$ cat config.mk
export PLATFORM = sky130hd
export DESIGN_NAME = prbs_pattern_top
export DESIGN_NICKNAME = d
export VERILOG_FILES = /design/src/rtl/prbs_pkg.sv /design/src/rtl/pattern_checker.sv /design/src/rtl/prbs_generator.sv /design/src/rtl/prbs_pattern_top.sv
export SDC_FILE = /design/constraint.sdc
export NUM_CORES = 1
export LEC_CHECK = 0
export ABC_AREA = 1
export CAP_MARGIN = 0
export CORE_ASPECT_RATIO = 1.5
export CORE_MARGIN = 2
export CORE_UTILIZATION = 45
export DETAILED_ROUTE_END_ITERATION = 8
export GPL_TIMING_DRIVEN = 0
export HOLD_SLACK_MARGIN = 0.06
export PLACE_DENSITY = 0.76
export SLEW_MARGIN = 20
export SYNTH_ARGS = -nofsm -noshare
export SYNTH_HDL_FRONTEND = slang
export SYNTH_SLANG_ARGS = --single-unit
$ cat constraint.sdc
create_clock -name clk -period 2.2 [get_ports clk]
set_clock_uncertainty 0.15 [all_clocks]
set_input_delay 0.44 -clock clk [delete_from_list [all_inputs] [get_ports clk]]
set_output_delay 0.44 -clock clk [all_outputs]
set_load 0.02 [all_outputs]
$ cat src/rtl/prbs_pkg.sv
// prbs_pkg: shared definitions for the PRBS pattern generator/checker slice.
//   - PRBS_SEED_DEFAULT : LFSR reset value (must be non-zero)
//   - TAP_A / TAP_B     : feedback taps for x^15 + x^14 + 1
//   - gen_state_e       : generator FSM states
//   - prbs_advance8()   : advance the LFSR eight steps, return new state + byte
//   - pattern_byte()    : select byte idx of the 32-bit pattern, MSB first
package prbs_pkg;

  localparam logic [14:0] PRBS_SEED_DEFAULT = 15'h7FFF;
  localparam int unsigned PRBS_LEN          = 15;
  localparam int unsigned TAP_A             = 14;
  localparam int unsigned TAP_B             = 13;

  typedef enum logic {
    PATTERN = 1'b0,
    PRBS    = 1'b1
  } gen_state_e;

  typedef struct packed {
    logic [PRBS_LEN-1:0] lfsr;
    logic [7:0]          data;
  } prbs_step_t;

  // First generated feedback bit lands in data[7].
  function automatic prbs_step_t prbs_advance8(input logic [PRBS_LEN-1:0] lfsr_in);
    prbs_step_t          res;
    logic [PRBS_LEN-1:0] l;
    logic                fb;
    l   = lfsr_in;
    res = '0;
    for (int unsigned i = 0; i < 8; i++) begin
      fb                 = l[TAP_A] ^ l[TAP_B];
      res.data[3'(7 - i)] = fb;
      l                  = {l[PRBS_LEN-2:0], fb};
    end
    res.lfsr = l;
    return res;
  endfunction

  function automatic logic [7:0] pattern_byte(input logic [31:0] pat,
                                              input logic [1:0]  idx);
    logic [7:0] b;
    case (idx)
      2'd0:    b = pat[31:24];
      2'd1:    b = pat[23:16];
      2'd2:    b = pat[15:8];
      default: b = pat[7:0];
    endcase
    return b;
  endfunction

endpackage

$ cat src/rtl/pattern_checker.sv
// pattern_checker: watches the byte stream and raises a sticky flag once
// 4*n consecutive pattern bytes (n full repetitions) have been seen.
// Ports:
//   clk_i      : clock, rising edge
//   rst_i      : asynchronous active-high reset
//   pattern_i  : expected pattern, [31:24] first
//   n_i        : required repetitions (0 = never detect)
//   data_i     : monitored byte stream
//   detected_o : sticky detect flag
module pattern_checker
  import prbs_pkg::*;
#(
  parameter int unsigned N_W = 4
) (
  input  logic           clk_i,
  input  logic           rst_i,
  input  logic [31:0]    pattern_i,
  input  logic [N_W-1:0] n_i,
  input  logic [7:0]     data_i,
  output logic           detected_o
);

  localparam int unsigned CNT_W = N_W + 2;

  logic [1:0]       eidx_q, eidx_d;
  logic [CNT_W-1:0] cnt_q, cnt_d;
  logic             det_q, det_d;
  logic [CNT_W-1:0] target;

  assign target = {n_i, 2'b00};

  always_ff @(posedge clk_i or posedge rst_i) begin
    if (rst_i) begin
      eidx_q <= '0;
      cnt_q  <= '0;
      det_q  <= 1'b0;
    end else begin
      eidx_q <= eidx_d;
      cnt_q  <= cnt_d;
      det_q  <= det_d;
    end
  end

  always_comb begin
    eidx_d = eidx_q;
    cnt_d  = cnt_q;
    det_d  = det_q;
    // Once detected the count freezes; the flag is sticky until reset.
    if (!det_q) begin
      if (data_i == pattern_byte(pattern_i, eidx_q)) begin
        eidx_d = eidx_q + 2'd1;
        cnt_d  = cnt_q + 1'b1;
      end else if (data_i == pattern_i[31:24]) begin
        // A mismatching byte may itself start a new repetition.
        eidx_d = 2'd1;
        cnt_d  = CNT_W'(1);
      end else begin
        eidx_d = '0;
        cnt_d  = '0;
      end
      if ((n_i != '0) && (cnt_d == target)) begin
        det_d = 1'b1;
      end
    end
  end

  assign detected_o = det_q;

endmodule

$ cat src/rtl/prbs_generator.sv
// prbs_generator: emits the 32-bit pattern byte-serially n times, then
// free-running PRBS-15 bytes (8 LFSR steps per clock).
// Ports:
//   clk_i     : clock, rising edge
//   rst_i     : asynchronous active-high reset
//   pattern_i : pattern, [31:24] sent first
//   n_i       : repetition count (0 = straight to PRBS)
//   prbs_o    : registered transmit byte
module prbs_generator
  import prbs_pkg::*;
#(
  parameter logic [14:0] PRBS_SEED = PRBS_SEED_DEFAULT,
  parameter int unsigned N_W       = 4
) (
  input  logic           clk_i,
  input  logic           rst_i,
  input  logic [31:0]    pattern_i,
  input  logic [N_W-1:0] n_i,
  output logic [7:0]     prbs_o
);

  gen_state_e          state_q, state_d;
  logic [1:0]          idx_q, idx_d;
  logic [N_W-1:0]      rep_q, rep_d;
  logic [PRBS_LEN-1:0] lfsr_q, lfsr_d;
  logic [7:0]          prbs_q, prbs_d;
  prbs_step_t          step;

  always_ff @(posedge clk_i or posedge rst_i) begin
    if (rst_i) begin
      state_q <= PATTERN;
      idx_q   <= '0;
      rep_q   <= '0;
      lfsr_q  <= PRBS_SEED;
      prbs_q  <= '0;
    end else begin
      state_q <= state_d;
      idx_q   <= idx_d;
      rep_q   <= rep_d;
      lfsr_q  <= lfsr_d;
      prbs_q  <= prbs_d;
    end
  end

  always_comb begin
    state_d = state_q;
    idx_d   = idx_q;
    rep_d   = rep_q;
    lfsr_d  = lfsr_q;
    prbs_d  = prbs_q;
    step    = prbs_advance8(lfsr_q);

    unique case (state_q)
      PATTERN: begin
        if (n_i == '0) begin
          // No repetitions requested: the very first byte is already PRBS.
          state_d = PRBS;
          prbs_d  = step.data;
          lfsr_d  = step.lfsr;
        end else begin
          prbs_d = pattern_byte(pattern_i, idx_q);
          idx_d  = idx_q + 2'd1;
          if (idx_q == 2'd3) begin
            rep_d = rep_q + 1'b1;
            if (rep_d == n_i) begin
              state_d = PRBS;
            end
          end
        end
      end
      PRBS: begin
        prbs_d = step.data;
        lfsr_d = step.lfsr;
      end
      default: state_d = PATTERN;
    endcase
  end

  assign prbs_o = prbs_q;

endmodule

$ cat src/rtl/prbs_pattern_top.sv
// prbs_pattern_top: PRBS link self-test block; wires the generator output
// into the checker.
// Ports:
//   clk              : clock, rising edge
//   rst              : asynchronous active-high reset
//   pattern          : 32-bit pattern, [31:24] first; stable while rst low
//   n                : repetition count; stable while rst low
//   pattern_detected : sticky flag, n repetitions seen
//   prbs_out         : registered transmit byte
module prbs_pattern_top
  import prbs_pkg::*;
#(
  parameter logic [14:0] PRBS_SEED = PRBS_SEED_DEFAULT,
  parameter int unsigned N_W       = 4
) (
  input  logic           clk,
  input  logic           rst,
  input  logic [31:0]    pattern,
  input  logic [N_W-1:0] n,
  output logic           pattern_detected,
  output logic [7:0]     prbs_out
);

  logic [7:0] tx_byte;

  prbs_generator #(
    .PRBS_SEED (PRBS_SEED),
    .N_W       (N_W)
  ) u_gen (
    .clk_i     (clk),
    .rst_i     (rst),
    .pattern_i (pattern),
    .n_i       (n),
    .prbs_o    (tx_byte)
  );

  pattern_checker #(
    .N_W (N_W)
  ) u_chk (
    .clk_i      (clk),
    .rst_i      (rst),
    .pattern_i  (pattern),
    .n_i        (n),
    .data_i     (tx_byte),
    .detected_o (pattern_detected)
  );

  assign prbs_out = tx_byte;

endmodule

Word level (Yosys, flattened, before mapping)
Cells that the tools add are included.

$lt $le $gt $ge: 0. Reduce and logical (&&, ||, !) cells: 7. Bitwise gates (word level): 10. Divide/modulo/power cells: 0. Muxes and demuxes: 18. Equal/unequal tests: 10. Add/sub/neg operators: 4. Multipliers: 0. Shifts and indexed selects: 0.

Operators with widths (count): case mux 8 bit (3 select lines) (2); case mux 15 bit (2 select lines) (1); == test 8 bit (2); 2-to-1 mux 8 bit (2); case mux 8 bit (2 select lines) (1); 2-to-1 mux 15 bit (1); 2-to-1 mux 6 bit (2); 2-to-1 mux 1 bit (8); bitwise XOR 1 bit (8); adder 6 x 1 -> 6 bit, second input constant (1); == test 2 bit, second input constant (3); == test 6 bit (1); adder 2 x 1 -> 2 bit, second input constant (2); adder 4 x 1 -> 4 bit, second input constant (1); == test 2 x 1 -> 1 bit, second input constant (2); == test 4 bit (1); zero test 2 bit (2); zero test 4 bit (1); nonzero test 4 bit (1); AND reduction 3 bit (1); 2-to-1 mux 2 bit (1); inequality test 2 x 1 -> 1 bit, second input constant (1); NOT 1 bit (2); AND reduction 2 bit (1); logical AND 1 bit (1).

Output and inout bits: 9. Register bits after elaboration: 39. Input bits: 38. Memory bits (read-only): 0. Bits in writable memories: 0. Bits in latches: 0. Memories kept: 0.

Longest topological paths before layout
Depth in word-level cells: 10. Gate-level depth with buffers: 19.

Cells and area by module
A second synthesis with hierarchy kept.

Cells, all modules: 401. Area total of the unflattened synthesis: 2872.8 um^2.

By module, submodules not included: prbs_generator (cells each 202, area an instance 1662.8 um^2, instances 1); pattern_checker (cells each 199, area an instance 1209.9 um^2, instances 1).

Worst setup path before layout
Ideal clock, no wire load.

Path kind: register -> register. Start: register u_chk.eidx_q[0]. End: register u_chk.det_q (netlist: u_chk.detected_o). Required time: 1.975 ns. Clock period less this slack: 2.041 ns. Path buffers: 2. Arrival time: 1.816 ns. Slack: 0.159 ns. Stages on the path, launching flop included: 16. Path through: dfrtp_1 -> ha_1 -> buf_6 -> inv_4 -> buf_6 -> or2_2 -> nand3_1 -> nand2_1 -> nand2_1 -> nor2_4 -> nand2_4 -> nand2_2 -> nand2_2 -> nor2_2 -> nand3_1 -> o21bai_2.

Longest elaborated chain between the ends: 10. Elaborated cells between the ends (all ways): 12. Classes of those cells: 4 x eq/ne; 6 x mux; 2 x reduce/logical.

Ends and longest elaborated chain: start: declaration (RTL line pattern_checker.sv:25) `logic [1:0] eidx_q, eidx_d;`; start signal: assignment (RTL line pattern_checker.sv:38) `eidx_q <= eidx_d;`; == test 2 bit, or another cell as far along (RTL line prbs_pkg.sv:43) `case (idx)`; case mux 8 bit (3 select lines) (*) (RTL line prbs_pkg.sv:43); 2-to-1 mux 8 bit (*) (RTL line pattern_checker.sv:49) `if (!det_q) begin`; == test 8 bit (*) (RTL line pattern_checker.sv:50) `if (data_i == pattern_byte(pattern_i, eidx_q)) begin`; 2-to-1 mux 6 bit (*) (RTL line pattern_checker.sv:50); 2-to-1 mux 6 bit (*) (RTL line pattern_checker.sv:49); == test 6 bit (*) (RTL line pattern_checker.sv:61) `if ((n_i != '0) && (cnt_d == target)) begin`; logical AND 1 bit (*) (RTL line pattern_checker.sv:61); 2-to-1 mux 1 bit (*) (RTL line pattern_checker.sv:61); 2-to-1 mux 1 bit (*) (RTL line pattern_checker.sv:49); named net u_chk.det_d (RTL line pattern_checker.sv:27) `logic det_q, det_d;`; end signal: assignment (RTL line pattern_checker.sv:40) `det_q <= det_d;`; end: declaration (RTL line pattern_checker.sv:27).

Mark *: on every way through the listed nets, which the timed path passes. The rest lies on a longest branch. The select of a mux whose other input is x is not followed. A chain may end at the register's enable or synchronous reset.

Worst setup path after layout
Same ends and word-level chain as after synthesis.

==> reports/summary.md <==
The run finished, with violations left. The final reports fail on setup timing. Of the post-synthesis cell area, the dominant cell type holds 22.6%.

The multi-input combinational cells in the finished layout cover a total of 0.00155 mm^2. Floorplan row count: 34. The worst pin sits at a relative slew slack of 67.8%. The run gives 996 um^2 as the register cell area after layout. Clock-pin slew was measured on the worst setup and hold paths at 0.08 ns. The run gives 2473 as the via count of the first global-routing pass. The tools report the required time of the critical path as 2.28 ns.

The category of the critical setup timing path is flip-flop to flip-flop. After detailed routing, the met3 layer carries 309 um of wire. The final critical-path setup slack is -0.0383 ns, and the number of flip-flops and latches in the synthesized netlist is 39.

In the detailed route, the total length drawn on met2 is 3530 um. A synthesized cell averages 7.38 um^2. Once detail routing completed, the nets flagged for antenna violations numbered 0. In this run the cell area of the synthesized design comes to 0.00266 mm^2. The filler cell count is 514. Minimum setup slack after placement: -0.588 ns. The routed via count divided by cell count was 5.29. Subtracting the final worst setup slack from the clock period gives 2.24 ns.

After detailed routing, the number of remaining DRC violations is 0. The H-tree generated during clock tree synthesis spans 2 levels. The tools report the max-slew violation total from the final report as 0. The slowest stage of the critical path is the sky130_fd_sc_hd__dfrtp_1 cell. The highest layer touched by signal routing is met4. The number of cells in the finished layout apart from fillers was 494.

Wires add up to 6940 um. For this run, the register share of the synthesized area comes to 37.4%. The run gives 60.6% as the utilization after layout. The detailed router put a total of 2870 um of wire on met1. The initial antenna violation count came out at 0.

Setup repair after global routing could not meet its margin everywhere. On the worst path, the slowest cell contributes a delay of 0.42 ns. Final HPWL from detailed placement: 5140 um. Global-route wire length before repair: 11600 um. The final period utilization was 102%.

At the pin with the least slew margin, the transition time is 0.483 ns. The number of port buffers was 46; the chip height was 98.1 um. After global routing the overflow that remains totals 0.

Walking the worst path, the cells encountered are ha_2 -> buf_6 -> inv_4 -> buf_6 -> or2_1 -> nand3_1 -> nand2_1 -> clkinv_2 -> nand2_4 -> nor2_8 -> nand2_4 -> nand2_2 -> nand2_2 -> nor2_2 -> nand3_2 -> o21bai_2. The overall die area came out at 0.00655 mm^2. For the count of final setup violators, the log shows 1.

After synthesis, the netlist uses 33 different library cells. Type of element capturing the critical path: a flip-flop. The TritonCTS sink count came out at 39. The overall routing resource usage came out at 22.8%. In this run, the number of DRC markers left after iteration 0 of detailed routing was 157.

The final route contains 2615 vias. The Yosys step of the flow raised 0 warnings. The number of nets in the synthesized netlist is 408.

The total area inside the core boundary comes to 0.00574 mm^2. The largest total area in the synthesized netlist belongs to sky130_fd_sc_hd__dfrtp_1. The number of clock buffers added by TritonCTS is 5. Counting tap cells, the placed design contains a total of 479 instances.

Of all nets on the critical path, the largest fanout is 10. Static timing analysis puts the maximum clock frequency at 447 MHz. In this run the static leakage power is 1.61 nW. TritonCTS built the clock tree. In this run the count of I/O pins placed on the die edge is 47. Entering global routing, the biggest net connects 30 pins.

The later pin in the worst-skew pair is clocked with a latency of 0.30 ns. The area added between synthesis and finish is 30.9%, and the number of max-cap violations is 0. The power density over the cells is 1020 mW/mm^2.

Ranked by total cell area, the synthesized netlist is headed by sky130_fd_sc_hd__dfrtp_1 (23%), sky130_fd_sc_hd__nand2_1 (18%), sky130_fd_sc_hd__dfstp_2 (15%). The tools report the worst IR drop on VDD as 0.659 mV. The worst setup path is launched from a flip-flop.

The post-detailed-route wirelength per cell is 14.0 um, and the initial cell density of the core is 46.3%. Routability-driven placement finished with a final weighted congestion of 0.919. In this run the worst hold path is classified as primary input to asynchronous set/reset pin. The tree is rooted in a sky130_fd_sc_hd__clkbuf_8. In the synthesized netlist, the number of instances is 360. For the number of buffers inserted for hold repair after clock tree synthesis, the log shows 0. The logs give 469 for the number of nets in the layout and 4 for the first-pass iteration count of the detailed router.

The clock passes through at most 2 buffers. Data on the critical path arrives at its endpoint at 2.32 ns. The die extent in x is 66.7 um, and the ratio of cells with drive above 1 in the final layout is 16.1%. The count of endpoints failing hold in the final timing report is 0, and the number of antenna cells inserted is 0.
## metal layers
layer,global-route usage (%),vias to the layer above
met5,0,-
met4,9.58,0
met3,3.80,22
met2,37.7,74
met1,29.1,1234
li1,-,1285
## through the flow
step	area, um^2	hold WS, ns	power [W]	setup TNS (ns)
detailed placement	3230	0.309	0.00297	-10.40
global route	3480	0.274	0.00380	-0.294
CTS	3380	0.247	0.00352	-0.0426
finish	3480	0.240	0.00354	-0.0383
global placement	3210	0.308	0.00293	-12.79
floorplan	2660	0.298	0.00239	0
## kinds of logic (layout without fill, tap and decap cells)
group                      count (synthesis)  count (layout)  synth area share (%)
AOI/OAI and AO/OA                         56              56                  12.1
xor gates and xnor gates                  23              23                  7.58
adders and majority gates                 10              10                  4.71
buffers and inverters                     48             109                  7.63
DFF                                       39              39                  37.4
and+or+nand+nor                          184             185                  30.6
## cells in the mapped netlist
library cell / count
sky130_fd_sc_hd__nor2_1: 14
sky130_fd_sc_hd__xnor2_1: 10
sky130_fd_sc_hd__nor4_1: 1
sky130_fd_sc_hd__ha_1: 10
sky130_fd_sc_hd__buf_2: 3
sky130_fd_sc_hd__or2_2: 1
sky130_fd_sc_hd__o21ai_0: 42
sky130_fd_sc_hd__nand2_4: 2
sky130_fd_sc_hd__nor2_2: 1
sky130_fd_sc_hd__dfrtp_1: 24
sky130_fd_sc_hd__xor2_1: 13
sky130_fd_sc_hd__nor2_4: 1
sky130_fd_sc_hd__a221oi_1: 8
sky130_fd_sc_hd__nand2_2: 2
sky130_fd_sc_hd__o41ai_1: 1
sky130_fd_sc_hd__buf_1: 2
sky130_fd_sc_hd__dfstp_2: 15
sky130_fd_sc_hd__nand3_1: 19
sky130_fd_sc_hd__clkinv_1: 2
sky130_fd_sc_hd__nor2_8: 1
sky130_fd_sc_hd__clkbuf_1: 6
sky130_fd_sc_hd__o22ai_1: 1
sky130_fd_sc_hd__a21oi_1: 3
sky130_fd_sc_hd__inv_4: 1
sky130_fd_sc_hd__buf_6: 2
sky130_fd_sc_hd__nand3b_1: 7
sky130_fd_sc_hd__inv_1: 30
sky130_fd_sc_hd__inv_2: 1
sky130_fd_sc_hd__nand2_1: 127
sky130_fd_sc_hd__clkinv_2: 1
sky130_fd_sc_hd__or2_1: 2
sky130_fd_sc_hd__o21bai_2: 1
sky130_fd_sc_hd__nand4_1: 6
## report_power, final
part / total [W] / leakage, nW / switching [W] / internal (W)
sequential: 0.00136 / 0.456 / 0.000250 / 0.00111
combinational: 0.00170 / 1.11 / 0.000993 / 0.000711
clock: 0.000480 / 0.0455 / 0.000257 / 0.000222
## final cells by class
type                    count  area share, %
inverters                  35           3.92
clock buffers               6           2.09
clock inverters             2          0.324
plain buffers              13           2.52
flip-flops and latches     39           28.6
multi-input cells         274           44.6
well taps                  72           2.59
repair buffers             53           15.4
## path summary, 6_finish.rpt
path | from | to | slack (ns) | cells after the start
max reg2reg | u_chk.eidx_q[0]$_DFFE_PP0N_ | u_chk.detected_o$_DFF_PP0_ | -0.04 | 16
max | u_chk.eidx_q[0]$_DFFE_PP0N_ | u_chk.detected_o$_DFF_PP0_ | -0.04 | 16
max in group asynchronous | rst | u_gen.lfsr_q[13]$_DFFE_PP1N_ | 1.15 | 3
min | rst | u_chk.detected_o$_DFF_PP0_ | 0.24 | 2
min reg2reg | u_gen.lfsr_q[0]$_DFFE_PP1N_ | u_gen.lfsr_q[0]$_DFFE_PP1N_ | 0.33 | 2
min in group clk | u_gen.lfsr_q[0]$_DFFE_PP1N_ | u_gen.lfsr_q[0]$_DFFE_PP1N_ | 0.33 | 2
## critical path: cells and delay by family, from the launching register on
family / cells / cell delay [ns]
simple gates: 10 / 0.96
compound gates: 1 / 0.10
fa+ha+maj: 1 / 0.20
flops: 1 / 0.42
buf+inv: 4 / 0.33
## flip-flops by register name (all words and copies together) (netlist names)
register	flops
u_chk.cnt_q	6
u_chk.detected_o	1
u_chk.eidx_q	2
u_gen.idx_q	2
u_gen.lfsr_q	15
u_gen.prbs_o	8
u_gen.rep_q	4
u_gen.state_q	1
## timing repair
item | in CTS | in global routing
setup buffers | 3 | 2
gates cloned | 1 | 1
setup endpoints to repair | 18 | 26
resized for setup | 10 | 23
pin swaps | 6 | 4
## cells in the final DEF, fill, tap and decap left out, drive strengths merged, types with 12 or more instances in the layout
cell type,netlist,routed
clkbuf,6,12
clkdlybuf4s50,0,46
nand2,131,131
inv,32,33
buf,7,14
dfrtp,24,24
dfstp,15,15
o21ai,42,42
nand3,19,19
nor2,17,18
xor2,13,13
(Power assumes the default switching activity.)
